`config.mk`:
```
export PLATFORM = sky130hd
export DESIGN_NAME = game_ctrl
export DESIGN_NICKNAME = d
export VERILOG_FILES = /design/src/rtl/game_pkg.sv /design/src/rtl/game_ctrl_edge_detect.sv /design/src/rtl/game_ctrl.sv
export SDC_FILE = /design/constraint.sdc
export NUM_CORES = 1
export LEC_CHECK = 0
export ABC_AREA = 0
export CAP_MARGIN = 20
export CORE_ASPECT_RATIO = 0.9
export CORE_MARGIN = 4
export CORE_UTILIZATION = 50
export CTS_CLUSTER_DIAMETER = 50
export CTS_CLUSTER_SIZE = 24
export DETAILED_ROUTE_END_ITERATION = 10
export DONT_BUFFER_PORTS = 1
export GPL_ROUTABILITY_DRIVEN = 0
export PLACE_DENSITY = 0.71
export SKIP_CTS_REPAIR_TIMING = 1
export SYNTH_ARGS = -nofsm -noshare
export SYNTH_HDL_FRONTEND = slang
export SYNTH_SLANG_ARGS = --single-unit
```
`constraint.sdc`:
```
create_clock -name CLK -period 3.05 [get_ports CLK]
set_input_delay 0.61 -clock CLK [delete_from_list [all_inputs] [get_ports CLK]]
set_output_delay 0.61 -clock CLK [all_outputs]
set_load 0.05 [all_outputs]
```
`src/rtl/game_pkg.sv`:
```
// Shared types and defaults for the game controller slice.
package game_pkg;

  typedef enum logic [1:0] {
    IDLE,
    ARMED,
    RUN,
    OVER
  } state_t;

  localparam int unsigned SPEED_W              = 4;
  localparam int unsigned FRAMES_PER_LEVEL_DEF = 600;
  localparam int unsigned SPEED_INIT_DEF       = 2;
  localparam int unsigned SPEED_MAX_DEF        = 8;

  // Increment that sticks at all-ones instead of wrapping.
  function automatic logic [15:0] sat_inc16(input logic [15:0] v);
    return (v == '1) ? v : v + 16'd1;
  endfunction

endpackage

```
`src/rtl/game_ctrl_edge_detect.sv`:
```
// Registered single-cycle edge detector; RISE selects rising (1) or falling (0) edge.
module edge_detect #(
  parameter bit RISE = 1'b1
) (
  input  logic CLK,
  input  logic RESET,
  input  logic d,
  output logic pulse
);

  logic d_q;
  logic seen_idle;

  // seen_idle blocks a pulse until the input has sat at its idle level after reset,
  // so a level already held through reset is never reported as an edge.
  always_ff @(posedge CLK) begin
    if (RESET) begin
      d_q       <= 1'b0;
      seen_idle <= 1'b0;
      pulse     <= 1'b0;
    end else begin
      d_q       <= d;
      seen_idle <= seen_idle | (RISE ? ~d : d);
      pulse     <= seen_idle & (RISE ? (d & ~d_q) : (~d & d_q));
    end
  end

endmodule

```
`src/rtl/game_ctrl.sv`:
```
// Game sequencing: start/restart, per-frame score base and level-based speed ramp.
module game_ctrl
  import game_pkg::*;
#(
  parameter int unsigned FRAMES_PER_LEVEL = FRAMES_PER_LEVEL_DEF,
  parameter int unsigned SPEED_INIT       = SPEED_INIT_DEF,
  parameter int unsigned SPEED_MAX        = SPEED_MAX_DEF
) (
  input  logic               CLK,
  input  logic               RESET,
  input  logic               START,
  input  logic               vs,
  input  logic               px_dinosaur,
  input  logic               px_cactus,
  output logic               game_status,
  output logic               game_over,
  output logic               frame_tick,
  output logic [SPEED_W-1:0] speed,
  output logic [15:0]        frame_count
);

  localparam logic [15:0]        LEVEL_LAST = 16'(FRAMES_PER_LEVEL - 1);
  localparam logic [SPEED_W-1:0] SPD_INIT   = SPEED_W'(SPEED_INIT);
  localparam logic [SPEED_W-1:0] SPD_MAX    = SPEED_W'(SPEED_MAX);

  state_t      state_q;
  state_t      state_d;
  logic        start_pulse;
  logic        collision;
  logic [15:0] level_q;

  edge_detect #(.RISE(1'b1)) u_start_edge (
    .CLK   (CLK),
    .RESET (RESET),
    .d     (START),
    .pulse (start_pulse)
  );

  edge_detect #(.RISE(1'b0)) u_vs_edge (
    .CLK   (CLK),
    .RESET (RESET),
    .d     (vs),
    .pulse (frame_tick)
  );

  // The collision is captured directly by the state register, giving OVER one cycle after the pixel.
  assign collision = px_dinosaur & px_cactus;

  // Next-state selection.
  always_comb begin
    state_d = state_q;
    unique case (state_q)
      IDLE:    if (start_pulse) state_d = ARMED;
      ARMED:   if (frame_tick)  state_d = RUN;
      RUN:     if (collision)   state_d = OVER;
      OVER:    if (start_pulse) state_d = ARMED;
      default: state_d = IDLE;
    endcase
  end

  // State register with status flags registered from the next state.
  always_ff @(posedge CLK) begin
    if (RESET) begin
      state_q     <= IDLE;
      game_status <= 1'b0;
      game_over   <= 1'b0;
    end else begin
      state_q     <= state_d;
      game_status <= (state_d == RUN);
      game_over   <= (state_d == OVER);
    end
  end

  // Score base, level counter and speed ramp; a collision on a tick suppresses the increment.
  always_ff @(posedge CLK) begin
    if (RESET) begin
      frame_count <= '0;
      level_q     <= '0;
      speed       <= SPD_INIT;
    end else if (state_q == ARMED && frame_tick) begin
      frame_count <= '0;
      level_q     <= '0;
      speed       <= SPD_INIT;
    end else if (state_q == RUN && frame_tick && !collision) begin
      frame_count <= sat_inc16(frame_count);
      if (level_q == LEVEL_LAST) begin
        level_q <= '0;
        if (speed < SPD_MAX) speed <= speed + 1'b1;
      end else begin
        level_q <= level_q + 16'd1;
      end
    end
  end

endmodule

```
==> impl_metrics.yaml <==
run_status:
  status: "finished, final reports clean"
critical_path:
  crit_path_cell_trace: "ha_1 > and4_1 > nand3_1 > or4b_2 > a21oi_1"
  required_ns: 3.28
  critPathLaunchType: "flop"
  cp_num_buf_inv: 0
  crit_family: "simple AND/OR/NAND/NOR gates"
  crit_type: "flop to flop"
  slowest_stage: "dfxtp_1"
  endpoint_kind: "flop"
  cp.arrival_ns: 2.66
  critPathMaxStageDelay_ns: 0.72
  cp_max_fo: 9
die:
  core_area_sq_mm: 0.00418
  dieArea_sq_mm: 0.00560
  die_h_um: 71.4
  dieWidth_um: 78.4
  rows: 22
  pin_count: 29
  start_util_pct: 53.3
global_routing:
  overflow: 0
  grt_pass1_vias: 1594
  grt_start_max_net_pins: 17
  grt_pass1_wl_um: 7750
  grtUsageTotal_pct: 17.2
  antenna_found_initial: 0
layout:
  post-route-util_pct: 56.8
  area_growth_pct: 6.39
  antenna_cells: 0
  fin_nets: 273
  fillers: 402
  drive_gt1_share_pct: 6.92
power_and_ir_drop:
  internal_power_uw: 807
  pwr-share-clk_pct: 32.4
  peakVddDrop_mv: 0.327
  p_comb_share_pct: 7.4
  power_switching_uw: 272
  p_seq_share_pct: 60.1
  swShare_pct: 25.2
  leakagePower_uw: 0.000732
  pwr_density_cell_mw_per_mm2: 455
logic_synthesis:
  post_synth.cell_area_avg_sq_um: 8.65
  ys_async_sr_fraction_pct: 0
  synth_top_cell_by_area: "dfxtp_1"
  syn_area_sq_mm: 0.00223
  synthTopCellsByArea: "dfxtp_1, a21oi_1, o31ai_1"
  synth_seq_cells: 46
  syn_nets: 271
  ys.flop_type: "dfxtp_1"
  ys_types: 43
  synth_top_cell_area_share_pct: 41.3
  yosysWarnings: 0
  synth_cells: 258
  ys_seq_area_share_pct: 41.3
  synth_edf_count: 0
clock_network:
  htreeDepth: 2
  clockBufferDepth: 2
  root_buffer: "clkbuf_8"
  cts.sinks: 46
  clk_latency_ns: 0.30
  cts_buffers: 5
  clkTransAtPathRegs_ns: 0.08
  cts_tree: "built"
min_path:
  hp-class: "input pin to flop"
detailed_routing:
  drt_iter0_markers: 157
  wl_um: 4640
  drcViolationCount: 0
  ant_nets: 0
  firstDrtPassIters: 4
  post_drt_wl_per_cell_um: 14.5
  routed_via_density: 5.99
  via_count: 1916
place:
  portBuffers: 0
  dpl.hpwl_um: 3310
sta:
  period_share_pct: 79.8
  max-slew-margin-rel_pct: 54.4
  skew_ns: 0.00330
  clock.fmax_mhz: 411
  slew_violations: 0
  hold_viol: 0
  tns_ns: 0
  worstMarginPinSlew_ns: 0.683
  rsz0062_at_grt: "false"
  period_minus_slack_ns: 2.43
  setup_viol: 0
  whs_ns: 0.373
job:
  drv_cap: 0
==> registers in the layout, indices dropped and copies added (netlist names) <==
| name | cells |
|---|---|
| u_vs_edge.seen_idle | 1 |
| u_vs_edge.pulse | 1 |
| frame_count | 16 |
| u_start_edge.d_q | 1 |
| speed | 4 |
| level_q | 16 |
| u_vs_edge.d_q | 1 |
| game_over | 1 |
| u_start_edge.pulse | 1 |
| state_q | 2 |
| game_status | 1 |
| u_start_edge.seen_idle | 1 |
==> power groups by stage <==
stage | combinational, uW | sequential, uW | clock, uW
after global placement | 78.2 | 664 | 0
final | 80.3 | 649 | 350
after CTS | 81.0 | 650 | 366
after global routing | 94.7 | 651 | 389
after floorplan | 66.9 | 661 | 0
after detailed placement | 79.9 | 664 | 0
==> cell usage after synthesis, types with 6 or more instances <==
cell	n
dfxtp_1	46
a21oi_1	25
nand2_1	18
nor2_1	17
nand3_1	15
o31ai_1	15
or4_1	14
clkbuf_1	9
inv_1	8
nand4_1	8
ha_1	7
o21ai_0	7
nor3_1	6
==> per-layer routing <==
metal / vias to the layer above / GRT usage (%) / part of all wire, %
li1: 989 / - / -
met1: 875 / 25.6 / 50
met2: 47 / 23.2 / 43
met3: 5 / 4.77 / 5.9
met4: 0 / 6.60 / 0.93
met5: - / 0 / 0
==> layout make-up <==
cell class                      instances  area (sq um)  area share (%)
Inverter                                8          30.0            1.26
Tap cell                               60          75.1            3.16
Sequential cell                        46           921            38.8
Timing Repair Buffer                    7          52.6            2.21
Multi-Input combinational cell        192          1220            51.4
Clock buffer                            7          76.3            3.21
==> cells by family after synthesis <==
| kind of cell | count (synthesis) | share of synthesized area [%] |
|---|---|---|
| flops | 46 | 41.3 |
| fa+ha+maj | 7 | 3.92 |
| simple gates | 112 | 28.9 |
| compound gates | 66 | 19.1 |
| xor+xnor | 6 | 2.35 |
| buf+inv | 20 | 4.09 |
| mux | 1 | 0.448 |
==> path summary, 6_finish.rpt <==
path | start | end | slack [ns] | cells after the start
max | frame_count[0] | frame_count[12] | 0.62 | 5
min | RESET | u_start_edge.seen_idle | 0.37 | 1
min reg2reg | u_start_edge.d_q | u_start_edge.pulse | 0.40 | 1
max reg2reg | frame_count[0] | frame_count[12] | 0.62 | 5
==> cells in the final DEF, fill, tap and decap left out, types with 2 or more instances in the layout <==
cell type / netlist / final
o211ai_1: 2 / 2
or3_1: 5 / 5
clkbuf_8: 0 / 5
or4_1: 14 / 14
nand2_1: 18 / 18
nand3_1: 15 / 15
o21a_1: 4 / 4
and4_1: 5 / 5
a21oi_1: 25 / 25
o311ai_0: 3 / 3
nand4_1: 8 / 8
nor4_1: 5 / 5
dfxtp_1: 46 / 46
buf_4: 0 / 7
nand2b_1: 3 / 3
clkbuf_1: 9 / 2
nor2b_1: 3 / 3
o21ai_0: 7 / 7
ha_1: 7 / 7
o41ai_1: 4 / 4
nor3b_1: 2 / 2
nor2_1: 17 / 17
xor2_1: 3 / 3
and2_1: 2 / 2
inv_1: 8 / 8
nor3_1: 6 / 6
o31ai_1: 15 / 15
or4b_2: 2 / 2
xnor2_1: 3 / 3
==> through the flow <==
step	setup WS, ns	power, uW	area [sq um]	cells
4_1_cts	0.619	1100	2370	320
3_3_place_gp	0.681	742	2300	313
5_1_grt	0.411	1130	2370	320
2_1_floorplan	0.758	728	2230	258
6_report	0.615	1080	2370	320
3_5_place_dp	0.643	744	2300	313
==> worst reg2reg max path, delay by kind of cell (launching register included) <==
family	cells	cell delay, ns
DFF	1	0.72
adders and majority gates	1	0.36
AOI/OAI and AO/OA	1	0.15
and+or+nand+nor	3	1.15
Note: power is estimated with default switching activity, not from simulation.
